File: src/rtl/sub_pkg.sv
// Shared definitions for the serial subtractor: FSM state encoding and width limits.
package sub_pkg;

   // Encoding 2'd3 is unused and is treated as IDLE by the FSM.
   typedef enum logic [1:0] {
      ST_IDLE = 2'd0,
      ST_RUN  = 2'd1,
      ST_DONE = 2'd2,
      ST_RSVD = 2'd3
   } state_t;

   localparam int SUB_MIN_WIDTH = 2;

endpackage

File: src/rtl/full_subtractor_beh_case.sv
// Behavioural one-bit full subtractor: d = a - b - bin, with borrow out.
module full_subtractor_beh_case (
   input  logic a,
   input  logic b,
   input  logic bin,
   output logic d,
   output logic bout
);

   // Truth table written out, indexed by {a, b, bin}.
   always_comb begin
      d    = 1'b0;
      bout = 1'b0;
      case ({a, b, bin})
         3'b000: begin d = 1'b0; bout = 1'b0; end
         3'b001: begin d = 1'b1; bout = 1'b1; end
         3'b010: begin d = 1'b1; bout = 1'b1; end
         3'b011: begin d = 1'b0; bout = 1'b1; end
         3'b100: begin d = 1'b1; bout = 1'b0; end
         3'b101: begin d = 1'b0; bout = 1'b0; end
         3'b110: begin d = 1'b0; bout = 1'b0; end
         3'b111: begin d = 1'b1; bout = 1'b1; end
         default: begin d = 1'b0; bout = 1'b0; end
      endcase
   end

endmodule

File: src/rtl/serial_subtractor_beh.sv
// Bit-serial unsigned subtractor (diff = a - b, LSB first) behind valid/ready handshakes.
// Define SUB_OVERFLOW_EN to add the signed-overflow output ovf.
module serial_subtractor_beh
   import sub_pkg::*;
#(
   parameter int WIDTH = 8
) (
   input  logic             clk,
   input  logic             rst,
   input  logic             in_valid,
   output logic             in_ready,
   input  logic [WIDTH-1:0] a,
   input  logic [WIDTH-1:0] b,
   output logic             out_valid,
   input  logic             out_ready,
   output logic [WIDTH-1:0] diff,
   output logic             borrow
`ifdef SUB_OVERFLOW_EN
   ,
   output logic             ovf
`endif
);

   localparam int CW = (WIDTH > SUB_MIN_WIDTH) ? $clog2(WIDTH) : 1;
   localparam logic [CW-1:0] CNT_LAST = CW'(WIDTH - 1);

   state_t           state;
   logic [CW-1:0]    cnt;
   logic [WIDTH-1:0] a_sh;
   logic [WIDTH-1:0] b_sh;
   logic             d;
   logic             bout;

`ifdef SUB_OVERFLOW_EN
   logic             a_msb;
   logic             b_msb;
`endif

   full_subtractor_beh_case u_cell (
      .a    (a_sh[0]),
      .b    (b_sh[0]),
      .bin  (borrow),
      .d    (d),
      .bout (bout)
   );

   // diff and borrow are the working registers themselves; they stay put in DONE and IDLE.
   always_ff @(posedge clk) begin
      if (rst) begin
         state     <= ST_IDLE;
         cnt       <= '0;
         borrow    <= 1'b0;
         in_ready  <= 1'b1;
         out_valid <= 1'b0;
         diff      <= '0;
         a_sh      <= '0;
         b_sh      <= '0;
`ifdef SUB_OVERFLOW_EN
         a_msb     <= 1'b0;
         b_msb     <= 1'b0;
`endif
      end else begin
         case (state)
            ST_RUN: begin
               a_sh   <= a_sh >> 1;
               b_sh   <= b_sh >> 1;
               diff   <= {d, diff[WIDTH-1:1]};
               borrow <= bout;
               if (cnt == CNT_LAST) begin
                  state     <= ST_DONE;
                  out_valid <= 1'b1;
               end else begin
                  cnt <= cnt + CW'(1);
               end
            end
            ST_DONE: begin
               if (out_ready) begin
                  state     <= ST_IDLE;
                  in_ready  <= 1'b1;
                  out_valid <= 1'b0;
               end
            end
            default: begin
               state     <= ST_IDLE;
               in_ready  <= 1'b1;
               out_valid <= 1'b0;
               if (in_valid) begin
                  a_sh     <= a;
                  b_sh     <= b;
                  borrow   <= 1'b0;
                  cnt      <= '0;
                  state    <= ST_RUN;
                  in_ready <= 1'b0;
`ifdef SUB_OVERFLOW_EN
                  a_msb    <= a[WIDTH-1];
                  b_msb    <= b[WIDTH-1];
`endif
               end
            end
         endcase
      end
   end

`ifdef SUB_OVERFLOW_EN
   assign ovf = (a_msb ^ b_msb) & (a_msb ^ diff[WIDTH-1]);
`endif

endmodule

File: config.mk
export PLATFORM = sky130hd
export DESIGN_NAME = serial_subtractor_beh
export DESIGN_NICKNAME = d
export VERILOG_FILES = /design/src/rtl/sub_pkg.sv /design/src/rtl/full_subtractor_beh_case.sv /design/src/rtl/serial_subtractor_beh.sv
export SDC_FILE = /design/constraint.sdc
export NUM_CORES = 1
export LEC_CHECK = 0
export BUFFER_PORTS_ARGS = -buffer_cell sky130_fd_sc_hd__clkbuf_2
export CORE_ASPECT_RATIO = 1.1
export CORE_MARGIN = 5
export CORE_UTILIZATION = 45
export DETAILED_ROUTE_END_ITERATION = 6
export PLACE_DENSITY = 0.67
export REMOVE_ABC_BUFFERS = 1
export SLEW_MARGIN = 20
export SYNTH_ARGS = -nofsm -noshare
export SYNTH_HDL_FRONTEND = slang
export SYNTH_SLANG_ARGS = --single-unit
File: constraint.sdc
create_clock -name clk -period 2.2 [get_ports clk]
set_input_delay 0.22 -clock clk [delete_from_list [all_inputs] [get_ports clk]]
set_output_delay 0.22 -clock clk [all_outputs]
set_load 0.005 [all_outputs]
==> summary.txt, run 1 <==
Status
  – Outcome: finished clean

Pwr
  – Tot Pwr: 1.16 mW
  – Power Density: 656 nW/µm²
  – Sequential Power Share: 56.2%
  – Sw Share: 25.1%
  – Clock power share: 28.5%
  – Comb power frac: 15.3%
  – Switching pwr: 0.292 mW
  – Worst vdd ir: 0.434 mV
  – Leakage: 0.758 nW
  – Pint: 0.871 mW

Worst setup path
  – Max incr delay on CP: 0.36 ns
  – Slowest CP cell: ha_2
  – R2r worst-path depth: 8
  – Reg2reg setup slack: 0.25 ns
  – CP required: 2.41 ns
  – R2R Path Start: out_valid
  – R2r endpoint: u_cell.d
  – CP max FO: 13
  – Crit path DAT: 2.16 ns
  – Setup crit end kind: flop
  – Startpoint Class: flop
  – CP dominant cell by count: inv_1
  – Crit Path Category: flop to flop
  – Buf/Inv on CP: 3
  – Cells along the critical path: inv_1 > ha_2 > buf_4 > a32oi_1 > nor2_1 > inv_1 > ha_1 > xnor2_1
  – CP delay by family, top: adder cells

Die
  – Io pins: 31
  – Core region area: 3360 µm²
  – Die area: 4770 µm²
  – Std-Cell Rows: 22
  – Chip Width: 66.3 µm
  – Die Span Y: 72.0 µm
  – Initial Util: 46.8%

Layout
  – Nets@finish: 212
  – Fin area: 1780 µm²
  – Synth-to-Final Area Change: 13.1%
  – Most frequent cells in the layout: dfxtp_1 (33), nor2_1 (31), clkbuf_2 (30), mux2i_1 (22), a211oi_1 (9)
  – Share of cells above drive strength 1: 29.0%
  – Ant. Diodes: 0
  – Non-Filler Instances: 234
  – Most common cell after layout, fill and taps aside: dfxtp_1

Route
  – Drt wl/cell: 12.7 µm
  – M1 WL: 1.29 mm
  – Top layer in use: met4
  – Drt total wl: 2.98 mm
  – WL met3: 125 µm
  – Iter 0 DRT Violations: 50
  – Routed vias: 1181
  – Metal2 WL: 1.54 mm
  – First-pass DRT Iterations: 4
  – Antenna-violating nets left: 0
  – DRC: 0
  – Vias per cell: 5.05

Hold path
  – Hold endpoint: a_sh[6]
  – Min-delay src: a[6]
  – Hold path cells: 3
  – Hold WC Path Type: primary input to flop

Placed design
  – DP HPWL: 2.22 mm
  – Placed Area: 1720 µm²
  – Dpl cells: 227
  – Final GP Congestion: 0.686
  – Post-Place Worst Slack: 0.248 ns
  – Input/output buffers: 30

Synth
  – Most used DFF post-synth: dfxtp_1
  – Synth warn: 0
  – Syn Area/Cell: 10.1 µm²
  – Synthesized area: 1570 µm²
  – EDFF count, synth: 0
  – Cell taking the most area after synthesis: dfxtp_1
  – #FFs+latches synth: 33
  – Post-synthesis sequential area ratio: 42.1%
  – Synth top area cells: dfxtp_1 (42%), mux2i_1 (14%), nor2_1 (7.4%), a211oi_2 (4.8%), ha_1 (4.8%)
  – Cells after synthesis: 156
  – Top-area cell type share of the netlist area: 42.1%
  – Post-synth ARST share: 0%
  – Unique cell type count in the Yosys netlist: 32

STA
  – # setup viols final: 0
  – Worst Skew: 0.00170 ns
  – Worst setup margin: 0.249 ns
  – Final worst-path cycle share: 88.7%
  – Relative slew slack: 73.2%
  – Fmax: 513 MHz
  – Unrepaired setup endpoints after global routing: no
  – Worst-Margin Slew: 0.401 ns
  – Slew Limit Fails: 0
  – Final min period: 1.95 ns
  – Final count of hold timing violations: 0

Clock network
  – CTS buffer count: 5
  – CTS H-tree depth: 2
  – Clk_lat worst skew: 0.32 ns
  – Root buf cell: clkbuf_4
  – CTS sink cnt: 33
  – # resized after CTS: 0
  – CTS tree: built
  – Clock tree buffer depth: 2
  – Reg clk slew, reported paths: 0.09 ns
  – Postcts setup bufs: 0
  – Cts hold-fix bufs: 0

Run
  – Max_cap viols: 0

GRT
  – Total gr overflow: 0
  – Vias in the first global route: 1173
  – Largest net degree at the start of global routing: 21
  – Total GRT Usage: 14.1%
  – Initial antenna violation count: 0
  – Global-route wire length before repair: 5.18 mm
## Yosys cell counts (3+ instances only)
| master | n |
|---|---|
| a211oi_1 | 9 |
| a211oi_2 | 6 |
| a21oi_1 | 4 |
| a22oi_1 | 3 |
| buf_6 | 3 |
| clkbuf_1 | 4 |
| dfxtp_1 | 33 |
| ha_1 | 6 |
| inv_1 | 7 |
| mux2i_1 | 22 |
| nor2_1 | 31 |
## worst max-delay path by stage
stage                   start  endpoint  slack (ns)  depth (start not counted)
floorplan           out_valid  u_cell.d       -0.96                          8
global placement    out_valid  u_cell.d        0.30                          8
detailed placement  out_valid  u_cell.d        0.25                          8
CTS                 out_valid  u_cell.d        0.23                          8
global route        out_valid  u_cell.d        0.12                          8
finish              out_valid  u_cell.d        0.25                          8
## state kept, by name (all words and copies together), names as in the netlist
name	cells
in_ready	1
b_sh	8
cnt	3
a_sh	8
state	1
out_valid	1
diff	8
u_cell.d	1
u_cell.bout	1
borrow	1
## worst reg2reg max path: stages (launching register included)
cell and delay [ns]:
dfxtp_1 0.35, inv_1 0.07, ha_2 0.36, buf_4 0.28
a32oi_1 0.14, nor2_1 0.16, inv_1 0.06, ha_1 0.30
xnor2_1 0.13
## power by group through the flow
stage | Clock [mW] | Sequential, mW | Combinational [mW]
after global routing | 0.389 | 0.659 | 0.200
final | 0.331 | 0.654 | 0.178
after CTS | 0.350 | 0.655 | 0.181
after floorplan | 0 | 0.663 | 0.121
after global placement | 0 | 0.666 | 0.172
after detailed placement | 0 | 0.668 | 0.179
## routing by layer
layer / GRT usage (%) / vias up
met3: 5.42 / 2
met4: 6.09 / 0
li1: - / 602
met5: 0 / -
met1: 16.4 / 554
met2: 22.8 / 23
## cell families (layout without fill, tap and decap cells)
kind of cell,count (synthesis),count (layout),share of synthesized area [%]
simple gates,42,42,12.3
flops,33,33,42.1
compound gates,32,32,17.5
mux,23,23,14.7
buf+inv,19,49,8.05
fa+ha+maj,6,6,4.78
xor+xnor,1,1,0.558
## cell type report
type                    instances  area, µm²
flip-flops and latches         33        661
fillers                       326       1580
clock buffers                   7       55.1
multi-input cells             104        786
repair buffers                 35        188
well taps                      48       60.1
inverters                       7       26.3
## per-stage QoR
| stage | utilization (%) | hold slack, ns | TNS, ns |
|---|---|---|---|
| detailed placement | 51.2 | 0.475 | 0 |
| global placement | 51.2 | 0.476 | 0 |
| finish | 52.9 | 0.220 | 0 |
| CTS | 52.9 | 0.204 | 0 |
| floorplan | - | 0.285 | -6.88 |
| global route | 52.9 | 0.213 | 0 |
Power figures use the tool's default switching activity.
==> run 2: changes to the inputs <==
--- a/config.mk
+++ b/config.mk
@@ -10,6 +10,7 @@
 export CORE_MARGIN = 5
 export CORE_UTILIZATION = 45
 export DETAILED_ROUTE_END_ITERATION = 6
+export MAX_ROUTING_LAYER = met4
 export PLACE_DENSITY = 0.67
 export REMOVE_ABC_BUFFERS = 1
 export SLEW_MARGIN = 20
==> summary.txt, run 2 (synthesis results as in run 1) <==
Placed design
  – Input/output buffers: 30 (unchanged)
  – Final GP Congestion: 0.694 (+1.0%)
  – DP HPWL: 2.22 mm (unchanged)
  – Post-Place Worst Slack: 0.248 ns (unchanged)
  – Placed Area: 1720 µm² (unchanged)

GRT
  – Total GRT Usage: 14.5% (+0.41 points)
  – Largest net degree at the start of global routing: 21 (unchanged)
  – Initial antenna violation count: 0 (unchanged)
  – Total gr overflow: 0 (unchanged)
  – Vias in the first global route: 1174 (+0.085%)
  – Global-route wire length before repair: 5.18 mm (unchanged)

STA
  – Final count of hold timing violations: 0 (unchanged)
  – Worst-Margin Slew: 0.404 ns (+0.00213 ns)
  – Fmax: 513 MHz (about the same)
  – Final worst-path cycle share: 88.6% (about the same)
  – Worst Skew: 0.00170 ns (-0.00000134 ns)
  – Hold WS: 0.220 ns (-0.0000880 ns)
  – # setup viols final: 0 (unchanged)
  – Slew Limit Fails: 0 (unchanged)
  – Worst setup margin: 0.250 ns (+0.000940 ns)
  – Final min period: 1.95 ns (-0.000940 ns)
  – Unrepaired setup endpoints after global routing: no
  – Relative slew slack: 73.1% (-0.14 points)

Worst setup path
  – Reg2reg setup slack: 0.25 ns (about the same)
  – Crit Path Category: flop to flop
  – CP required: 2.41 ns (about the same)
  – Startpoint Class: flop
  – CP max FO: 13 (unchanged)
  – Crit path DAT: 2.16 ns (about the same)
  – Setup crit end kind: flop

Layout
  – Synth-to-Final Area Change: 13.1% (unchanged)
  – Area of the multi-input gates: 786 µm² (unchanged)
  – Reg area: 661 µm² (unchanged)
  – Fin area: 1780 µm² (unchanged)
  – Nets@finish: 212 (unchanged)
  – Largest registers: a_sh x8, b_sh x8, diff x8
  – Most frequent cells in the layout: dfxtp_1 (33), nor2_1 (31), clkbuf_2 (30), mux2i_1 (22), a211oi_1 (9)
  – Share of cells above drive strength 1: 29.0% (unchanged)
  – Most common cell after layout, fill and taps aside: dfxtp_1
  – Ant. Diodes: 0 (unchanged)
  – # fillers: 326 (unchanged)

Pwr
  – Leakage: 0.758 nW (unchanged)
  – Worst vdd ir: 0.434 mV (about the same)
  – Pint: 0.871 mW (about the same)
  – Comb power frac: 15.3% (about the same)
  – Sw Share: 25.1% (about the same)
  – Switching pwr: 0.293 mW (about the same)
  – Power Density: 656 nW/µm² (about the same)
  – Clock power share: 28.5% (about the same)
  – Sequential Power Share: 56.2% (about the same)
  – Tot Pwr: 1.16 mW (about the same)

Route
  – Routed vias: 1186 (+0.42%)
  – Iter 0 DRT Violations: 48 (-4.0%)
  – DRC: 0 (unchanged)
  – Antenna-violating nets left: 0 (unchanged)
  – Drt wl/cell: 12.7 µm (-0.13%)
  – Drt total wl: 2.98 mm (-0.13%)
  – Vias per cell: 5.07 (+0.42%)
  – First-pass DRT Iterations: 4 (unchanged)

Clock network
  – CTS H-tree depth: 2 (unchanged)
  – Cts hold-fix bufs: 0 (unchanged)
  – Clk_lat worst skew: 0.32 ns (about the same)
  – CTS buffer count: 5 (unchanged)
  – Reg clk slew, reported paths: 0.09 ns (about the same)
  – CTS sink cnt: 33 (unchanged)
  – Root buf cell: clkbuf_4
  – Clock tree buffer depth: 2 (unchanged)
  – CTS tree: built
  – # resized after CTS: 0 (unchanged)
  – Postcts setup bufs: 0 (unchanged)

Run
  – Max_cap viols: 0 (unchanged)

Die
  – Std-Cell Rows: 22 (unchanged)
  – Chip Width: 66.3 µm (unchanged)
  – Die area: 4770 µm² (unchanged)
  – Io pins: 31 (unchanged)
  – Initial Util: 46.8% (unchanged)
  – Die Span Y: 72.0 µm (unchanged)
  – Core region area: 3360 µm² (unchanged)

Status
  – Outcome: finished clean

Hold path
  – Hold WC Path Type: primary input to flop
run 2: cell counts in the layout (fill, tap and decap cells not counted):
No cell type changed its count.
run 2: critical path: stages, from the launching register on:
cell and delay, ns:
dfxtp_1 0.35, inv_1 0.07, ha_2 0.36, buf_4 0.28, a32oi_1 0.14, nor2_1 0.16, inv_1 0.06, ha_1 0.30
xnor2_1 0.13
run 2: layer usage:
metal	wire, µm	global-route usage (%)	vias up
met1	1280	16.4	559
met2	1550	22.8	23
met4	23	6.09	0
met5	0	-	-
li1	-	-	602
met3	120	5.42	2
run 2: power groups by stage:
stage | combinational [mW] | sequential (mW) | clock (mW)
after floorplan | 0.121 | 0.663 | 0
after global placement | 0.172 | 0.666 | 0
after detailed placement | 0.179 | 0.668 | 0
after CTS | 0.181 | 0.655 | 0.350
after global routing | 0.200 | 0.659 | 0.389
final | 0.178 | 0.654 | 0.332
run 2: stage by stage:
stage / setup TNS, ns / std cells / util, %
detailed placement: 0 / 227 / 51.2
global route: 0 / 234 / 52.9
CTS: 0 / 234 / 52.9
floorplan: -6.88 / 144 / -
finish: 0 / 234 / 52.9
global placement: 0 / 227 / 51.2
run 2: worst paths after layout:
check,startpoint,end,depth (start not counted)
setup / recovery,out_valid,u_cell.d,8
hold / removal,a[6],a_sh[6],3
setup reg to reg,out_valid,u_cell.d,8
hold reg to reg,a_sh[0],a_sh[0],2
run 2: area by class of cell:
class                   instances  share of cell area [%]
inverters                       7                    1.48
multi-input cells             104                    44.3
flip-flops and latches         33                    37.2
clock buffers                   7                    3.10
repair buffers                 35                    10.6
well taps                      48                    3.38
